==> config.mk <==
export PLATFORM = sky130hd
export DESIGN_NAME = borrow_lookahead_sub
export DESIGN_NICKNAME = d
export VERILOG_FILES = /design/src/rtl/cla_pkg.sv /design/src/rtl/bla_group2.sv /design/src/rtl/borrow_lookahead_sub.sv
export SDC_FILE = /design/constraint.sdc
export NUM_CORES = 1
export LEC_CHECK = 0
export ABC_AREA = 1
export CORE_ASPECT_RATIO = 1.2
export CORE_UTILIZATION = 52
export CTS_BUF_LIST = sky130_fd_sc_hd__clkbuf_2 sky130_fd_sc_hd__clkbuf_4 sky130_fd_sc_hd__clkbuf_8
export DETAILED_ROUTE_END_ITERATION = 16
export PLACE_DENSITY_LB_ADDON = 0.15
export SETUP_SLACK_MARGIN = 0.5
export SLEW_MARGIN = 10
export SYNTH_ARGS = -nofsm -noshare
export SYNTH_HDL_FRONTEND = slang
export SYNTH_SLANG_ARGS = --single-unit
==> constraint.sdc <==
create_clock -name clk -period 5.8 [get_ports clk]
set_clock_uncertainty 0.05 [all_clocks]
set_input_delay 0.87 -clock clk [delete_from_list [all_inputs] [get_ports clk]]
set_output_delay 0.87 -clock clk [all_outputs]
set_load 0.02 [all_outputs]
==> src/rtl/cla_pkg.sv <==
// Shared definitions for the borrow-lookahead subtractor: group width and
// the group generate/propagate pair carried between the group cells and
// the lookahead network.
package cla_pkg;

    localparam int GROUP_W = 2;

    // Borrow generate/propagate of one lookahead group.
    typedef struct packed {
        logic g;
        logic p;
    } gp_t;

endpackage

==> src/rtl/bla_group2.sv <==
// Two-bit borrow-lookahead group cell. Per bit, a borrow is generated when
// the minuend bit is 0 and the subtrahend bit is 1, and an incoming borrow
// propagates unless the minuend bit is 1 and the subtrahend bit is 0.
module bla_group2 (
    input  logic [1:0] a,
    input  logic [1:0] b,
    output logic       g,
    output logic       p,
    output logic [1:0] x
);

    logic [1:0] bit_g;
    logic [1:0] bit_p;

    assign bit_g = ~a & b;
    assign bit_p = ~a | b;

    // Group terms: bit 1 generates, or bit 1 propagates a borrow made by bit 0.
    assign g = bit_g[1] | (bit_p[1] & bit_g[0]);
    assign p = bit_p[1] & bit_p[0];
    assign x = a ^ b;

endmodule

==> src/rtl/borrow_lookahead_sub.sv <==
// Two-stage pipelined subtractor: diff = a - b - bin, bout = borrow out.
// Stage 1 captures per-group generate/propagate, a^b and bin; stage 2
// resolves all group borrows with a flat lookahead and registers the result.
//
// Handshake: a transfer happens on a port in any cycle where its valid and
// ready are both 1 at the rising edge. The producer holds its data while
// valid & ~ready; out_valid/diff/bout are held stable while out_valid &
// ~out_ready. in_ready may depend combinationally on out_ready, but no
// output depends combinationally on in_valid, a, b or bin.
module borrow_lookahead_sub
    import cla_pkg::*;
#(
    parameter int WIDTH = 16  // even, 2..64
) (
    input  logic             clk,
    input  logic             rst_n,
    input  logic             in_valid,
    output logic             in_ready,
    input  logic [WIDTH-1:0] a,
    input  logic [WIDTH-1:0] b,
    input  logic             bin,
    output logic             out_valid,
    input  logic             out_ready,
    output logic [WIDTH-1:0] diff,
    output logic             bout
);

    localparam int NG = WIDTH / GROUP_W;

    // Combinational group cells on the raw operands.
    gp_t  [NG-1:0]    grp_c;
    logic [WIDTH-1:0] x_c;
    // Bit-0 generate/propagate of each group: needed to form the borrow into
    // bit 1, which the group-level G/P alone cannot recover.
    logic [NG-1:0]    g0_c;
    logic [NG-1:0]    p0_c;

    // Stage 1 contents.
    logic             s1_valid;
    gp_t  [NG-1:0]    s1_gp;
    logic [WIDTH-1:0] s1_x;
    logic [NG-1:0]    s1_g0;
    logic [NG-1:0]    s1_p0;
    logic             s1_bin;

    // Stage 2 valid; diff/bout are the stage-2 data registers.
    logic             s2_valid;

    // Stage-2 combinational network.
    logic [NG:0]      gb;      // gb[k] = borrow into group k, gb[NG] = bout
    logic             acc;
    logic             pall;
    logic [WIDTH-1:0] diff_c;
    logic             bout_c;

    logic             accept;
    logic             adv2;

    genvar gi;
    generate
        for (gi = 0; gi < NG; gi++) begin : g_grp
            bla_group2 u_grp (
                .a (a[GROUP_W*gi +: GROUP_W]),
                .b (b[GROUP_W*gi +: GROUP_W]),
                .g (grp_c[gi].g),
                .p (grp_c[gi].p),
                .x (x_c[GROUP_W*gi +: GROUP_W])
            );
            assign g0_c[gi] = ~a[GROUP_W*gi] & b[GROUP_W*gi];
            assign p0_c[gi] = ~a[GROUP_W*gi] | b[GROUP_W*gi];
        end
    endgenerate

    // Pipeline control: stage 2 can take new data when empty or draining.
    assign adv2      = ~s2_valid | out_ready;
    assign in_ready  = rst_n & (~s1_valid | ~s2_valid | out_ready);
    assign accept    = in_valid & in_ready;
    assign out_valid = s2_valid & rst_n;

    // Stage 1: capture group terms on acceptance, empty when passed onward.
    always_ff @(posedge clk) begin
        if (!rst_n) begin
            s1_valid <= 1'b0;
        end else if (accept) begin
            s1_valid <= 1'b1;
            s1_gp    <= grp_c;
            s1_x     <= x_c;
            s1_g0    <= g0_c;
            s1_p0    <= p0_c;
            s1_bin   <= bin;
        end else if (adv2) begin
            s1_valid <= 1'b0;
        end
    end

    // Flat lookahead: each group borrow is a sum of products of G/P terms
    // and bin, then each bit's difference is a^b xor its borrow-in.
    always_comb begin
        gb     = '0;
        acc    = 1'b0;
        pall   = 1'b1;
        diff_c = '0;
        bout_c = 1'b0;
        for (int k = 0; k <= NG; k++) begin
            acc  = 1'b0;
            pall = 1'b1;
            for (int j = NG - 1; j >= 0; j--) begin
                if (j < k) begin
                    acc  = acc | (pall & s1_gp[j].g);
                    pall = pall & s1_gp[j].p;
                end
            end
            gb[k] = acc | (pall & s1_bin);
        end
        for (int k = 0; k < NG; k++) begin
            diff_c[GROUP_W*k]     = s1_x[GROUP_W*k] ^ gb[k];
            diff_c[GROUP_W*k + 1] = s1_x[GROUP_W*k + 1]
                                  ^ (s1_g0[k] | (s1_p0[k] & gb[k]));
        end
        bout_c = gb[NG];
    end

    // Stage 2: register the result; hold it while the consumer stalls.
    always_ff @(posedge clk) begin
        if (!rst_n) begin
            s2_valid <= 1'b0;
            diff     <= '0;
            bout     <= 1'b0;
        end else if (adv2) begin
            s2_valid <= s1_valid;
            if (s1_valid) begin
                diff <= diff_c;
                bout <= bout_c;
            end
        end
    end

endmodule

==> run_results.csv, run 1 <==
group,metric,value,unit
drt,dr.pass1.iters,4,
drt,vias,2172,
final_layout,num_antenna_cells,0,
logic_synthesis,synth_top_area_cell,"edfxtp_1",
logic_synthesis,ys_seq_elements,68,
power,p_per_area,265.4,nW/µm²
timing,maxClockFrequency,275.4,MHz
worst_setup_path,crit_path_start_kind,"input port",
place,hpwl,3936,µm
outcome,status,"finished, final reports clean",
place,dp_slack,1.991,ns
place,dp.cells,450,
worst_setup_path,worstRegToRegCells,4,
logic_synthesis,syn_nets,385,
worst_hold_path,hp-class,"reg -> reg",
worst_setup_path,r2r_end,"s1_gp[7]$_DFFE_PP_",
logic_synthesis,synth.top_cell.area_share,0.4501,
drt,wl,5366,µm
place,place_congestion,0.7212,
worst_setup_path,cp.arrival,2.71,ns
final_layout,drive_gt1_frac,0.08073,
floorplanning,dieArea,6610,µm²
drt,initialDrtViolationCount,55,
clock_network,htree_levels,3,
timing,rsz0062_at_grt,"false",
timing,fin_crit_sh,0.6260,
clock_network,cts.sinks,68,
floorplanning,die_w,74.39,µm
global_routing,grt_pass1_wl,8976,µm
worst_setup_path,r2r_start,"s2_valid$_SDFFE_PN0N_",
floorplanning,initial_core_util,0.5403,
drt,drc,0,
clock_network,clk_pin_slew_worst_paths,0.07,ns
worst_setup_path,cp-end-kind,"output port",
clock_network,cts_root_buf,"clkbuf_8",
logic_synthesis,ys_top_cells_by_area,"edfxtp_1, ha_1, dfxtp_1",
floorplanning,io_pins,56,
clock_network,cts_tree,"yes",
timing,max-slew-margin-rel,0.2828,
worst_setup_path,crit_required,4.88,ns
clock_network,cts_buffer_depth,2,
global_routing,antenna_found_initial,0,
final_layout,most-common-layout-cells,"inv_1, clkdlybuf4s50_1, edfxtp_1",
global_routing,grt_max_degree,29,
drt,wl_per_cell,11.52,µm
timing,maxSlewViolCount,0,
worst_setup_path,r2r_slack,3.56,ns
final_layout,fin_cells,466,
clock_network,numCtsBuffers,9,
power,power_leakage,0.001892,µW
worst_hold_path,min_to,"s2_valid$_SDFFE_PN0N_",
timing,finalHoldViolCount,0,
logic_synthesis,yosysUniqueCellTypes,25,
final_layout,layout_commonest_cell,"inv_1",
clock_network,post_cts.repair.setup_buffers,0,
timing,period_needed,3.631,ns
worst_hold_path,hp-start,"s1_valid$_SDFFE_PN0P_",
global_routing,grtUsageTotal,0.1882,
global_routing,grt_overflow,0,
logic_synthesis,yosysSeqAreaShare,0.5664,
clock_network,ctsResizeCount,0,
worst_setup_path,cp_max_fo,12,
timing,finalSetupViolations,0,
logic_synthesis,syn_avg_cell_area,10.35,µm²
power,vdd_ir_drop_max,0.1602,mV
worst_setup_path,crit_type,"in -> out",
timing,hold_ws,0.4378,ns
place,port-buffer-count,55,
clock_network,holdBufCountCts,0,
floorplanning,die_h,88.86,µm
timing,tns,0,ns
final_layout,syn2layout_area_growth,26.02,%
clock_network,clk_latency,0.34,ns
final_layout,final_nets,448,
floorplanning,core_area,6051,µm²
drt,antenna_left,0,
drt,via_per_inst,4.661,
logic_synthesis,syn_area,3269,µm²
timing,final.setup.worst_slack,2.169,ns
worst_hold_path,worstHoldPathCells,2,
timing,worst_pin_slew,1.075,ns
logic_synthesis,syn_inst,316,
floorplanning,std_cell_rows,31,
run,cap_violations,0,
logic_synthesis,synth_warnings,0,
global_routing,grt_pass1_vias,2073,
==> cells in the mapped netlist <==
cell	number
a21oi_1	17
a21oi_2	3
a31oi_1	1
inv_2	1
buf_1	1
o21ai_2	1
clkbuf_1	1
edfxtp_1	49
o21ai_0	6
nand3_1	6
buf_2	2
or2_1	1
nand3_2	1
ha_1	32
nand2_1	17
inv_1	86
xor2_1	11
o21bai_1	8
o21ai_1	10
nor3b_1	1
dfxtp_1	19
nand2_2	6
nor2_1	33
xnor2_1	1
nand2_4	2
==> where the power goes <==
group          switching, µW  leakage, µW  internal [µW]
registers               13.8     0.000614            554
clock network            171     0.000100            212
logic                   73.5      0.00118           68.6
==> layout make-up <==
class | count | area, µm²
Multi-Input combinational cell | 157 | 1085
Timing Repair Buffer | 56 | 558.0
Inverter | 87 | 326.6
Tap cell | 82 | 102.6
Clock buffer | 11 | 145.1
Clock inverter | 5 | 51.30
Fill cell | 486 | 1931
Sequential cell | 68 | 1852
==> sequential cells by signal (all words and copies together) (netlist names), 8 cells and up <==
register / cells
s1_x: 16
s1_gp: 16
s1_p0: 8
s1_g0: 8
diff: 16
==> how the worst max path moves through the flow <==
stage	to	slack (ns)	start	cells past startpoint
2_1_floorplan	s1_bin$_DFFE_PP_	2.21	rst_n	3
3_3_place_gp	s1_gp[8]$_DFFE_PP_	2.06	rst_n	4
3_5_place_dp	s1_p0[2]$_DFFE_PP_	1.99	rst_n	4
4_1_cts	in_ready	2.16	rst_n	4
5_1_grt	in_ready	2.04	rst_n	4
6_report	in_ready	2.17	rst_n	4
==> logic make-up (layout without fill, tap and decap cells) <==
logic type | after synthesis | after routing | share of synthesized area
compound gates | 46 | 46 | 0.08152
buf+inv | 91 | 159 | 0.1052
xor+xnor | 12 | 12 | 0.03215
fa+ha+maj | 32 | 32 | 0.1225
flops | 68 | 68 | 0.5664
simple gates | 67 | 67 | 0.09223
==> metal layers <==
layer	global-route usage	vias up	wire length, µm
met5	0	-	0
met4	0.1081	0	146
met3	0.04442	14	201
met2	0.3137	47	2730
met1	0.2203	996	2288
li1	-	1115	-
==> per-stage QoR <==
stage	instance area, µm²	util	power (µW)
after floorplan	3274	-	655.4
after global placement	3924	0.6485	717.9
after detailed placement	3924	0.6485	722.3
after CTS	4120	0.6809	1100
after global routing	4120	0.6809	1144
final	4120	0.6809	1093
==> critical path, cell delays in order <==
cell and delay [ns]:
clkdlybuf4s50_1 0.75, inv_1 0.31, nor2_1 0.16, clkdlybuf4s50_1 0.61
Power figures use the tool's default switching activity.
==> inputs of run 2 (changes only) <==
==> constraint.sdc (replaced) <==
create_clock -name clk -period 3.65 [get_ports clk]
set_clock_uncertainty 0.05 [all_clocks]
set_input_delay 0.5475 -clock clk [delete_from_list [all_inputs] [get_ports clk]]
set_output_delay 0.5475 -clock clk [all_outputs]
set_load 0.02 [all_outputs]
==> run 2 against run 1 <==
Net effect:
- total power up 51%
- register-to-register slack got worse by 1.6 ns
- cell area shrank 0.52%
- critical path type unchanged
- largest power group unchanged
- highest routed layer unchanged
==> run_results.csv, run 2 (synthesis results as in run 1) <==
group,metric,value,unit
outcome,status,"finished, final reports clean",
clock_network,cts_root_buf,"clkbuf_8",
floorplanning,std_cell_rows,31,
worst_hold_path,worstHoldPathCells,2,
global_routing,antenna_found_initial,0,
clock_network,cts.sinks,68,
clock_network,clk_latency,0.34,ns
worst_setup_path,slowest_stage,"clkdlybuf4s50_1",
worst_hold_path,hp-class,"reg -> reg",
timing,fin_crit_sh,0.7522,
timing,max-slew-margin-rel,0.5882,
floorplanning,core_area,6051,µm²
global_routing,grt_max_degree,50,
power,vdd_ir_drop_max,0.2295,mV
floorplanning,die_w,74.39,µm
drt,drc,0,
drt,wl,5548,µm
worst_setup_path,cp_max_fo,12,
place,hpwl,4005,µm
final_layout,most-common-layout-cells,"inv_1, clkdlybuf4s50_1, edfxtp_1",
final_layout,multi_input_area,1085,µm²
clock_network,numCtsBuffers,9,
power,power_leakage,0.001882,µW
final_layout,nFillCells,487,
power,combPwrFrac,0.139,
final_layout,drive_gt1_frac,0.08571,
floorplanning,io_pins,56,
floorplanning,die_h,88.86,µm
floorplanning,initial_core_util,0.5403,
final_layout,post-route-util,0.6774,
place,port-buffer-count,55,
clock_network,post_cts.repair.setup_buffers,0,
drt,dr.pass1.iters,4,
timing,maxSlewViolCount,0,
drt,antenna_left,0,
clock_network,cts_tree,"yes",
global_routing,grtUsageTotal,0.1920,
drt,initialDrtViolationCount,85,
timing,worst_pin_slew,0.6177,ns
clock_network,clk_pin_slew_worst_paths,0.07,ns
final_layout,num_antenna_cells,0,
worst_setup_path,crit_path_start_kind,"input port",
global_routing,grt_pass1_vias,2075,
worst_setup_path,worstPathCellList,"clkdlybuf4s50_1 -> buf_4 -> inv_1 -> nor2_1 -> clkdlybuf4s50_1",
run,cap_violations,0,
worst_setup_path,worstRegToRegCells,4,
worst_setup_path,crit_type,"in -> out",
clock_network,holdBufCountCts,0,
worst_setup_path,cp.arrival,2.15,ns
power,p_int,1232,µW
power,seqPwrFrac,0.548,
place,dp_slack,0.9021,ns
floorplanning,dieArea,6610,µm²
worst_setup_path,cp-end-kind,"output port",
final_layout,seq_area,1852,µm²
drt,via_per_inst,4.642,
worst_setup_path,cpMostUsedCell,"clkdlybuf4s50_1",
power,clockPowerShare,0.313,
final_layout,final_nets,449,
timing,maxClockFrequency,364.2,MHz
place,place_congestion,0.7012,
worst_setup_path,slowest_delay,0.61,ns
clock_network,cts_buffer_depth,2,
final_layout,syn2layout_area_growth,25.37,%
worst_setup_path,crit_required,3.05,ns
power,switching_share,0.2521,
drt,vias,2168,
timing,tns,0,ns
final_layout,layout_commonest_cell,"inv_1",
timing,finalSetupViolations,0,
timing,final.setup.worst_slack,0.9046,ns
power,p_per_area,402.0,nW/µm²
final_layout,largestRegisters,"diff x16, s1_gp x16, s1_x x16",
clock_network,htree_levels,3,
drt,wl_per_cell,11.88,µm
timing,finalHoldViolCount,0,
clock_network,ctsResizeCount,0,
global_routing,grt_overflow,0,
power,p_sw,415.5,µW
global_routing,grt_pass1_wl,9101,µm
timing,period_needed,2.745,ns
timing,rsz0062_at_grt,"false",
==> run 2: changes by cell type in the layout (fill, tap and decap cells not counted), sizes merged <==
cell      delta
bufinv       -1
clkbuf       -2
clkinv       +2
clkinvlp     +1
buf          +1
==> run 2: area by class of cell <==
| class | instances | area share |
|---|---|---|
| Sequential cell | 68 | 0.4518 |
| Clock inverter | 7 | 0.01068 |
| Timing Repair Buffer | 57 | 0.1380 |
| Inverter | 87 | 0.07967 |
| Tap cell | 82 | 0.02503 |
| Multi-Input combinational cell | 157 | 0.2647 |
| Clock buffer | 9 | 0.03022 |
==> run 2: final timing paths <==
path / from / to / slack (ns)
max: rst_n / in_ready / 0.90
min: s1_valid$_SDFFE_PN0P_ / s2_valid$_SDFFE_PN0N_ / 0.43
max reg2reg: s2_valid$_SDFFE_PN0N_ / s1_x[4]$_DFFE_PP_ / 2.01
min reg2reg: s1_valid$_SDFFE_PN0P_ / s2_valid$_SDFFE_PN0N_ / 0.43
==> run 2: per-stage QoR <==
step / hold WS [ns] / total power, µW / instance area, µm² / std cells
finish: 0.4281 / 1648 / 4099 / 467
global route: 0.4480 / 1731 / 4099 / 467
global placement: 0.4068 / 1142 / 3931 / 451
detailed placement: 0.4202 / 1150 / 3931 / 451
CTS: 0.4299 / 1667 / 4099 / 467
floorplan: 0.4006 / 1042 / 3281 / 316
==> run 2: critical path: cells and delay by family <==
family                 cells  cell delay [ns]
and+or+nand+nor            1             0.16
buffers and inverters      4             1.43
==> run 2: power by group through the flow <==
stage / sequential [µW] / combinational [µW] / clock [µW]
CTS: 903 / 234 / 530
detailed placement: 919 / 231 / 0
global route: 907 / 259 / 565
floorplan: 931 / 111 / 0
global placement: 918 / 223 / 0
finish: 903 / 229 / 516
==> run 2: layer usage <==
metal  GRT usage  share of wire  up-vias
met2      0.3301           0.53       47
met3     0.05581          0.043        6
met4     0.08405          0.012        0
met5           0              0        -
met1      0.2202           0.42      994
li1            -              -     1121
==> inputs of run 3 (changes only) <==
==> constraint.sdc (replaced) <==
create_clock -name clk -period 2.6 [get_ports clk]
set_clock_uncertainty 0.05 [all_clocks]
set_input_delay 0.39 -clock clk [delete_from_list [all_inputs] [get_ports clk]]
set_output_delay 0.39 -clock clk [all_outputs]
set_load 0.02 [all_outputs]
==> run 3 against run 2 <==
Net effect:
- non-clock buffer count is 1 higher
- sequential share of layout area is 1.0 points lower
- first-iteration DRC count is 27% lower
- wire length is 4.2% lower
- combinational power is 43% higher
- final cell count is 0.21% higher
- sequential power is 41% higher
- global-route usage is 0.61 points lower
==> run_results.csv, run 3 (synthesis results as in run 1) <==
group,metric,value,unit
final_layout,syn2layout_area_growth,28.32,%
worst_setup_path,crit_type,"in -> out",
power,power_leakage,0.001932,µW
worst_setup_path,cp-end-kind,"output port",
clock_network,cts_buffer_depth,2,
global_routing,grt_max_degree,50,
power,combPwrFrac,0.129,
worst_setup_path,worstPathCellList,"clkdlybuf4s50_1 -> inv_4 -> nand2_4 -> nor2_4 -> nor2_1 -> dlygate4sd2_1",
floorplanning,die_h,88.86,µm
power,p_per_area,604.4,nW/µm²
power,switching_share,0.2248,
drt,wl,5313,µm
drt,wl_per_cell,11.35,µm
power,clockPowerShare,0.371,
drt,vias,2188,
run,cap_violations,0,
timing,max-slew-margin-rel,0.7144,
timing,finalSetupViolations,0,
clock_network,holdBufCountCts,0,
timing,fin_crit_sh,0.7345,
power,p_sw,570.1,µW
final_layout,layout_commonest_cell,"inv_1",
timing,worst_pin_slew,0.4278,ns
timing,finalHoldViolCount,0,
place,hpwl,3877,µm
clock_network,cts_root_buf,"clkbuf_8",
outcome,status,"finished, final reports clean",
worst_setup_path,cp_max_fo,3,
worst_setup_path,r2r_slack,1.06,ns
worst_setup_path,crit_buf_inv,3,
worst_setup_path,slowest_stage,"clkdlybuf4s50_1",
timing,rsz0062_at_grt,"false",
timing,maxSlewViolCount,0,
drt,dr.pass1.iters,4,
power,seqPwrFrac,0.500,
clock_network,clk_latency,0.34,ns
clock_network,cts_tree,"yes",
worst_setup_path,cp.arrival,1.47,ns
worst_setup_path,cpLargestDelayFamily,"buffers and inverters",
clock_network,htree_levels,3,
place,place_congestion,0.7267,
drt,drc,0,
power,vdd_ir_drop_max,0.4843,mV
floorplanning,die_w,74.39,µm
place,placed_area,3981,µm²
timing,maxClockFrequency,523.6,MHz
timing,tns,0,ns
worst_setup_path,crit_path_start_kind,"input port",
place,dp.cells,452,
floorplanning,dieArea,6610,µm²
global_routing,grt_overflow,0,
timing,period_needed,1.910,ns
worst_hold_path,hp-class,"in -> reg",
worst_setup_path,crit_required,2.16,ns
final_layout,nFillCells,469,
place,port-buffer-count,55,
global_routing,grt_pass1_vias,2143,
global_routing,grt_pass1_wl,8845,µm
clock_network,cts.sinks,68,
global_routing,antenna_found_initial,0,
floorplanning,io_pins,56,
final_layout,most-common-layout-cells,"inv_1, clkdlybuf4s50_1, edfxtp_1",
final_layout,largestRegisters,"diff x16, s1_gp x16, s1_x x16",
timing,hold_ws,0.3964,ns
clock_network,clk_pin_slew_worst_paths,0.07,ns
floorplanning,std_cell_rows,31,
clock_network,numCtsBuffers,9,
drt,via_per_inst,4.675,
final_layout,post-route-util,0.6933,
drt,antenna_left,0,
global_routing,grtUsageTotal,0.1859,
final_layout,final_area,4195,µm²
final_layout,final_nets,450,
final_layout,fin_cells,468,
worst_setup_path,slowest_delay,0.44,ns
final_layout,num_antenna_cells,0,
floorplanning,initial_core_util,0.5403,
final_layout,drive_gt1_frac,0.1010,
power,p_int,1965,µW
floorplanning,core_area,6051,µm²
drt,initialDrtViolationCount,62,
==> run 3: cell count changes in the layout (fill, tap and decap cells not counted), sizes merged <==
cell	before	now
clkdlybuf4s50	55	53
clkinvlp	2	0
clkbuf	9	12
bufinv	0	2
clkinv	5	3
buf	2	3
dlygate4sd2	0	1
==> run 3: per-stage QoR <==
stage,total power [µW],setup WS [ns]
6_report,2536,0.6902
4_1_cts,2559,0.5267
3_3_place_gp,1611,0.2507
5_1_grt,2652,0.6425
2_1_floorplan,1469,0.2908
3_5_place_dp,1621,0.2413
==> run 3: tightest hold or removal path, stage by stage <==
cell and delay, ns:
clkbuf_2 0.19, inv_12 0.12, a21oi_1 0.04
==> run 3: repair_timing <==
action,4_1_cts,5_1_grt
setup buffers,0,0
gates resized for setup,2,2
endpoints found under the setup margin,2,1
==> run 3: area by class of cell <==
cell class	instances	area [µm²]	area share
clock buffers	11	145.1	0.03460
repair buffers	58	579.3	0.1381
well taps	82	102.6	0.02446
inverters	87	341.6	0.08142
clock inverters	5	75.07	0.01789
multi-input cells	157	1100	0.2622
flip-flops and latches	68	1852	0.4414
==> run 3: worst paths after layout <==
path,start,endpoint,depth (start not counted)
worst max register to register,s1_bin$_DFFE_PP_,diff[12]$_SDFFE_PN0P_,9
worst min-delay path,rst_n,s2_valid$_SDFFE_PN0N_,3
worst min register to register,diff[2]$_SDFFE_PN0P_,diff[2]$_SDFFE_PN0P_,2
worst max-delay path,out_ready,in_ready,6
==> run 3: power groups by stage <==
stage	combinational [µW]	sequential, µW	clock [µW]
global route	368	1270	1010
global placement	322	1290	0
floorplan	162	1310	0
detailed placement	331	1290	0
finish	327	1270	942
CTS	332	1270	959
==> run 3: layer usage <==
layer  track usage  part of all wire  up-vias
met3       0.05353             0.044        8
met2        0.3251              0.52       47
li1              -                 -     1125
met1        0.2015              0.42     1008
met5             0                 0        -
met4       0.09777             0.018        0
